$ cat config.mk
export PLATFORM = sky130hd
export DESIGN_NAME = pipe_field_gen
export DESIGN_NICKNAME = d
export VERILOG_FILES = /design/src/rtl/flappy_pkg.sv /design/src/rtl/pipe_field_gen_lfsr16.sv /design/src/rtl/pipe_field_gen.sv
export SDC_FILE = /design/constraint.sdc
export NUM_CORES = 1
export LEC_CHECK = 0
export CORE_ASPECT_RATIO = 0.75
export CORE_MARGIN = 2
export CORE_UTILIZATION = 52
export CTS_CLUSTER_SIZE = 24
export DETAILED_ROUTE_END_ITERATION = 10
export PLACE_DENSITY_LB_ADDON = 0.2
export SLEW_MARGIN = 20
export SYNTH_ARGS = -nofsm -noshare
export SYNTH_HDL_FRONTEND = slang
export SYNTH_SLANG_ARGS = --single-unit
$ cat constraint.sdc
create_clock -name clk -period 3.18 [get_ports clk]
set_input_delay 0.477 -clock clk [delete_from_list [all_inputs] [get_ports clk]]
set_output_delay 0.477 -clock clk [all_outputs]
set_load 0.01 [all_outputs]
$ cat src/rtl/flappy_pkg.sv
// Shared types for the pipe field: grid geometry, game state and pipe-mask helper.
// Columns are the outer packed dimension so green[c] is one 16-row column.
package flappy_pkg;

  localparam int GRID_N = 16;

  typedef logic [GRID_N-1:0][GRID_N-1:0] grid_t;

  typedef enum logic [1:0] {
    ST_IDLE,
    ST_RUN,
    ST_HALT
  } game_state_t;

  // Column bitmap for a fresh pipe: solid except a gap_h-row opening starting at 1+sel.
  function automatic logic [GRID_N-1:0] pipe_mask(input logic [2:0] sel, input int gap_h);
    logic [GRID_N-1:0] m;
    int top;
    top = 1 + int'(sel);
    for (int r = 0; r < GRID_N; r++) begin
      m[r] = !((r >= top) && (r < top + gap_h));
    end
    return m;
  endfunction

endpackage

$ cat src/rtl/pipe_field_gen_lfsr16.sv
// Free-running 16-bit Fibonacci LFSR (taps 16,14,13,11), shifting toward bit 0.
// Loads SEED on reset; a nonzero seed keeps it out of the all-zero lock-up state.
module lfsr16 #(
  parameter logic [15:0] SEED = 16'hACE1
) (
  input  logic        clk,
  input  logic        rst,
  output logic [15:0] q
);

  logic fb;

  assign fb = q[0] ^ q[2] ^ q[3] ^ q[5];

  always_ff @(posedge clk) begin
    if (rst) q <= SEED;
    else     q <= {fb, q[15:1]};
  end

endmodule

$ cat src/rtl/pipe_field_gen.sv
// Pipe bitmap producer: spawns pipes at column 0 and scrolls them toward column 15.
// Optional PIPE_SPEEDUP_EN: scroll divisor halves every 8 spawned pipes (max 8x).
module pipe_field_gen
  import flappy_pkg::*;
#(
  parameter int unsigned TICK_DIV     = 50_000_000,
  parameter int unsigned PIPE_SPACING = 4,
  parameter int unsigned GAP_H        = 4,
  parameter logic [15:0] LFSR_SEED    = 16'hACE1
) (
  input  logic       clk,
  input  logic       rst,
  input  logic       start,
  input  logic       crash,
  output grid_t      green,
  output logic       step,
  output logic [7:0] pipe_count,
  output logic       running
);

  localparam int TW = $clog2(TICK_DIV);
  localparam int SW = $clog2(PIPE_SPACING);
  localparam logic [SW-1:0] SP_LAST = SW'(PIPE_SPACING - 1);

  game_state_t   state, state_nxt;
  logic [TW-1:0] tick, tick_last;
  logic [SW-1:0] spacing;
  logic [15:0]   lfsr_q;
  logic [15:0]   new_col;
  logic          advance, wrap, clear;
  logic          unused_lfsr;

  lfsr16 #(.SEED(LFSR_SEED)) u_lfsr (
    .clk (clk),
    .rst (rst),
    .q   (lfsr_q)
  );

  assign unused_lfsr = ^lfsr_q[15:3];

`ifdef PIPE_SPEEDUP_EN
  logic [1:0] shamt;

  // The divisor follows pipe_count live; tick uses >= so a shrinking divisor wraps at once.
  always_comb begin
    shamt     = (pipe_count[7:3] > 5'd3) ? 2'd3 : pipe_count[4:3];
    tick_last = TW'((TICK_DIV >> shamt) - 1);
  end
`else
  assign tick_last = TW'(TICK_DIV - 1);
`endif

  always_ff @(posedge clk) begin
    if (rst) state <= ST_IDLE;
    else     state <= state_nxt;
  end

  always_comb begin
    state_nxt = state;
    case (state)
      ST_IDLE: if (start) state_nxt = ST_RUN;
      ST_RUN:  if (crash) state_nxt = ST_HALT;
      ST_HALT: if (start) state_nxt = ST_IDLE;
      default: state_nxt = ST_IDLE;
    endcase
  end

  // The crash edge itself already counts as halted: no tick or scroll on it.
  assign advance = (state == ST_RUN) && !crash;
  assign wrap    = advance && (tick >= tick_last);
  assign clear   = (state == ST_HALT) && start;
  assign running = (state == ST_RUN);
  assign new_col = (spacing == '0) ? pipe_mask(lfsr_q[2:0], int'(GAP_H)) : 16'h0000;

  always_ff @(posedge clk) begin
    if (rst) begin
      green      <= '0;
      step       <= 1'b0;
      pipe_count <= 8'd0;
      tick       <= '0;
      spacing    <= '0;
    end else begin
      step <= wrap;
      if (clear) begin
        green      <= '0;
        pipe_count <= 8'd0;
        tick       <= '0;
        spacing    <= '0;
      end else if (advance) begin
        if (wrap) begin
          tick    <= '0;
          green   <= {green[GRID_N-2:0], new_col};
          spacing <= (spacing == SP_LAST) ? '0 : spacing + SW'(1);
          if ((spacing == '0) && (pipe_count != 8'hFF)) pipe_count <= pipe_count + 8'd1;
        end else begin
          tick <= tick + TW'(1);
        end
      end
    end
  end

endmodule

==> impl_metrics.py <==
metrics = {
    "critical_path": {
        "arrival_ns": 2.95,
        "end_kind": "register",
        "cpMaxStageDelayCell": "o21ai_4",
        "crit_start": "tick[10]",
        "critPathRequiredTime_ns": 3.61,
        "worstPathMaxFanout": 41,
        "worstSetupEndpoint": "green[213]",
        "crit_chain": "or2_0 > a221oi_1 > o21ai_1 > o21ai_4 > buf_12 > mux2i_1",
        "crit_type": "reg2reg",
        "rr_worst_depth": 6,
        "rr_startpoint": "tick[10]",
        "max_stage_delay_ns": 0.58,
        "regToRegSetupSlack_ns": 0.66,
        "cp-start-kind": "register",
        "r2r_end": "green[213]",
    },
    "synth": {
        "yosys.area.top_type": "dfxtp_1",
        "syn_area_sq_mm": 0.0103,
        "ys_seq_elements": 247,
        "ys.flop_type": "dfxtp_1",
        "synth-edff-count": 0,
        "ys_seq_area_share_pct": 48.0,
        "async_reset_ff_share_pct": 0,
        "synthCells": 1051,
        "synth_nets": 1068,
        "synth_area_per_cell_sq_um": 9.81,
        "synth_top_area_share_pct": 48.0,
        "yosysWarnings": 0,
        "yosysUniqueCellTypes": 58,
        "synth.area.top_cells": "dfxtp_1 (48%), mux2i_1 (18%), nand2_1 (8.4%)",
    },
    "clocking": {
        "clockRootBuffer": "clkbuf_16",
        "clk_pin_slew_ns": 0.06,
        "numCtsBuffers": 25,
        "cts_max_level": 1,
        "ctsHoldBuffers": 0,
        "cts.sinks": 247,
        "post-cts-setup-buffers": 0,
        "cts_tree": "yes",
        "clk_latency_ns": 0.52,
        "cts-resized-gates": 0,
        "cts_buffer_depth": 3,
    },
    "route": {
        "viasPerCell": 5.29,
        "drc": 0,
        "ant_nets": 0,
        "drt_first_iter_violations": 440,
        "firstDrtPassIters": 4,
        "vias": 7951,
        "wl_mm": 24.5,
        "drt-wirelength-per-cell_microns": 16.3,
    },
    "floorplan": {
        "start_util_pct": 53.2,
        "die_h_microns": 126,
        "io-pin-count": 270,
        "die_w_microns": 167,
        "fp.coreArea_sq_mm": 0.0194,
        "die_area_sq_mm": 0.0210,
        "num_rows": 44,
    },
    "sta": {
        "rsz0062_at_grt": "no",
        "setup_viol": 0,
        "finalMaxSlewViolations": 0,
        "fin_crit_ns": 2.52,
        "layout_setup_ws_ns": 0.661,
        "timing.final.crit_share_pct": 79.2,
        "worst_pin_slew_ns": 0.681,
        "max_freq_ghz": 0.397,
        "hold_viol_final": 0,
        "finalSetupTns_ns": 0,
        "finClkSkew_ns": 0.0111,
        "slew_headroom_pct": 54.3,
    },
    "pwr": {
        "power_leakage_nw": 5.61,
        "power_density_mw_per_mm2": 470,
        "vdd_ir_drop_max_mv": 0.418,
    },
    "global_routing": {
        "grt_max_degree": 127,
        "track_usage_pct": 22.4,
        "grt_pass1_wl_mm": 39.1,
        "grt_remaining_overflow": 0,
        "antenna_found_initial": 0,
        "grt_pass1_vias": 7575,
    },
    "finish": {
        "final_area_sq_mm": 0.0136,
        "syn_to_final_growth_pct": 31.7,
        "nNetsFinal": 1250,
        "diodes": 0,
        "drive_gt1_share_pct": 6.16,
    },
    "min_path": {
        "min_path_type": "reg2reg",
    },
    "place": {
        "place_area_sq_mm": 0.0127,
        "place.gp.congestion": 0.868,
        "port_buffers": 269,
        "dp_hpwl_mm": 17.3,
        "pre_cts_ws_ns": 0.587,
    },
    "job": {
        "max_cap_viol_count": 0,
    },
    "run_status": {
        "run_status": "finished clean",
    },
}
flip-flops by register name (all words and copies together) (netlist names):
register	flops
green	192
tick	26
u_lfsr.q	16
pipe_count	8
spacing	2
state	2
step	1
area by class of cell:
type,count,area (sq um)
multi-input combinational,664,4480
clock inverter,12,179
timing repair buffer,285,2910
clock buffer,31,698
sequential,247,4940
tap,253,317
inverter,10,37.5
fill,1534,5810
layer usage:
layer	wire length (microns)	GRT usage, %	vias to the layer above
met2	11200	37.2	264
met4	575	5.68	0
met1	10700	28.4	3752
met3	2040	7.20	36
li1	-	-	3899
met5	0	0	-
cells in the mapped netlist, types with 2 or more instances:
library cell	n
dfxtp_1	247
nand2_1	230
mux2i_1	186
buf_4	67
clkbuf_1	37
nor3_1	30
nand3_1	25
xor2_1	17
a21oi_1	15
a31oi_1	14
ha_1	13
buf_2	12
nand4_1	11
nor2b_1	11
xnor2_1	11
inv_1	10
buf_6	9
nor2_1	9
nand2b_1	8
or2_2	8
and3_1	7
o21ai_0	7
a211o_1	6
o211ai_1	5
o21ai_1	5
a2111o_1	4
and4_1	4
or3_1	4
buf_12	3
a21oi_2	2
and2_1	2
and3b_1	2
buf_1	2
nor4_1	2
o2111ai_1	2
o21a_1	2
power by group:
part	switching, W	internal [W]
Sequential	0.0000125	0.00311
Combinational	0.000106	0.0000532
Clock	0.00121	0.00188
worst min-delay path by stage:
stage | from | to | cells past startpoint
after global routing | u_lfsr.q[14] | u_lfsr.q[13] | 1
after floorplan | u_lfsr.q[11] | u_lfsr.q[10] | 1
after global placement | u_lfsr.q[11] | u_lfsr.q[10] | 1
after CTS | u_lfsr.q[8] | u_lfsr.q[7] | 1
final | u_lfsr.q[8] | u_lfsr.q[7] | 1
after detailed placement | u_lfsr.q[8] | u_lfsr.q[7] | 1
cell families (layout without fill, tap and decap cells):
family,Yosys count,in the layout,synth area share [%]
simple gates,365,365,16.4
flops,247,247,48.0
mux,186,186,18.1
buf+inv,140,338,8.81
compound gates,72,72,4.79
xor+xnor,28,28,2.38
fa+ha+maj,13,13,1.58
cell usage in the layout, fill, tap and decap left out, drive strengths merged, types with 3 or more instances in the layout:
cell,count
xor2,17
a2111o,4
nand2,230
and3,7
or3,4
o211ai,5
nor2b,11
and4,5
dfxtp,247
nand4,12
buf,16
ha,13
o21ai,12
nor2,9
nand2b,8
or2,9
clkbuf,31
a211o,6
clkdlybuf4s50,269
a31oi,15
a21oi,17
nor4,3
nand3,25
clkinvlp,3
clkinv,3
inv,12
xnor2,11
nor3,31
mux2i,186
bufinv,4
stage by stage:
step                      util [%]  cells  total power [W]  hold WS [ns]
after CTS                     70.0   1502          0.00643         0.409
final                         70.0   1502          0.00638         0.408
after detailed placement      65.5   1459          0.00335         0.394
after global placement        65.5   1459          0.00335         0.393
after global routing          70.0   1502          0.00658         0.421
after floorplan                  -   1051          0.00330         0.389
critical path: cells and delay by family (launching register included):
| kind | cells | cell delay (ns) |
|---|---|---|
| flip-flops | 1 | 0.36 |
| AND/OR/NAND/NOR | 1 | 0.23 |
| buffers and inverters | 1 | 0.34 |
| AO/OA/AOI/OAI | 3 | 1.21 |
| multiplexers | 1 | 0.25 |
Note: power is estimated with default switching activity, not from simulation.
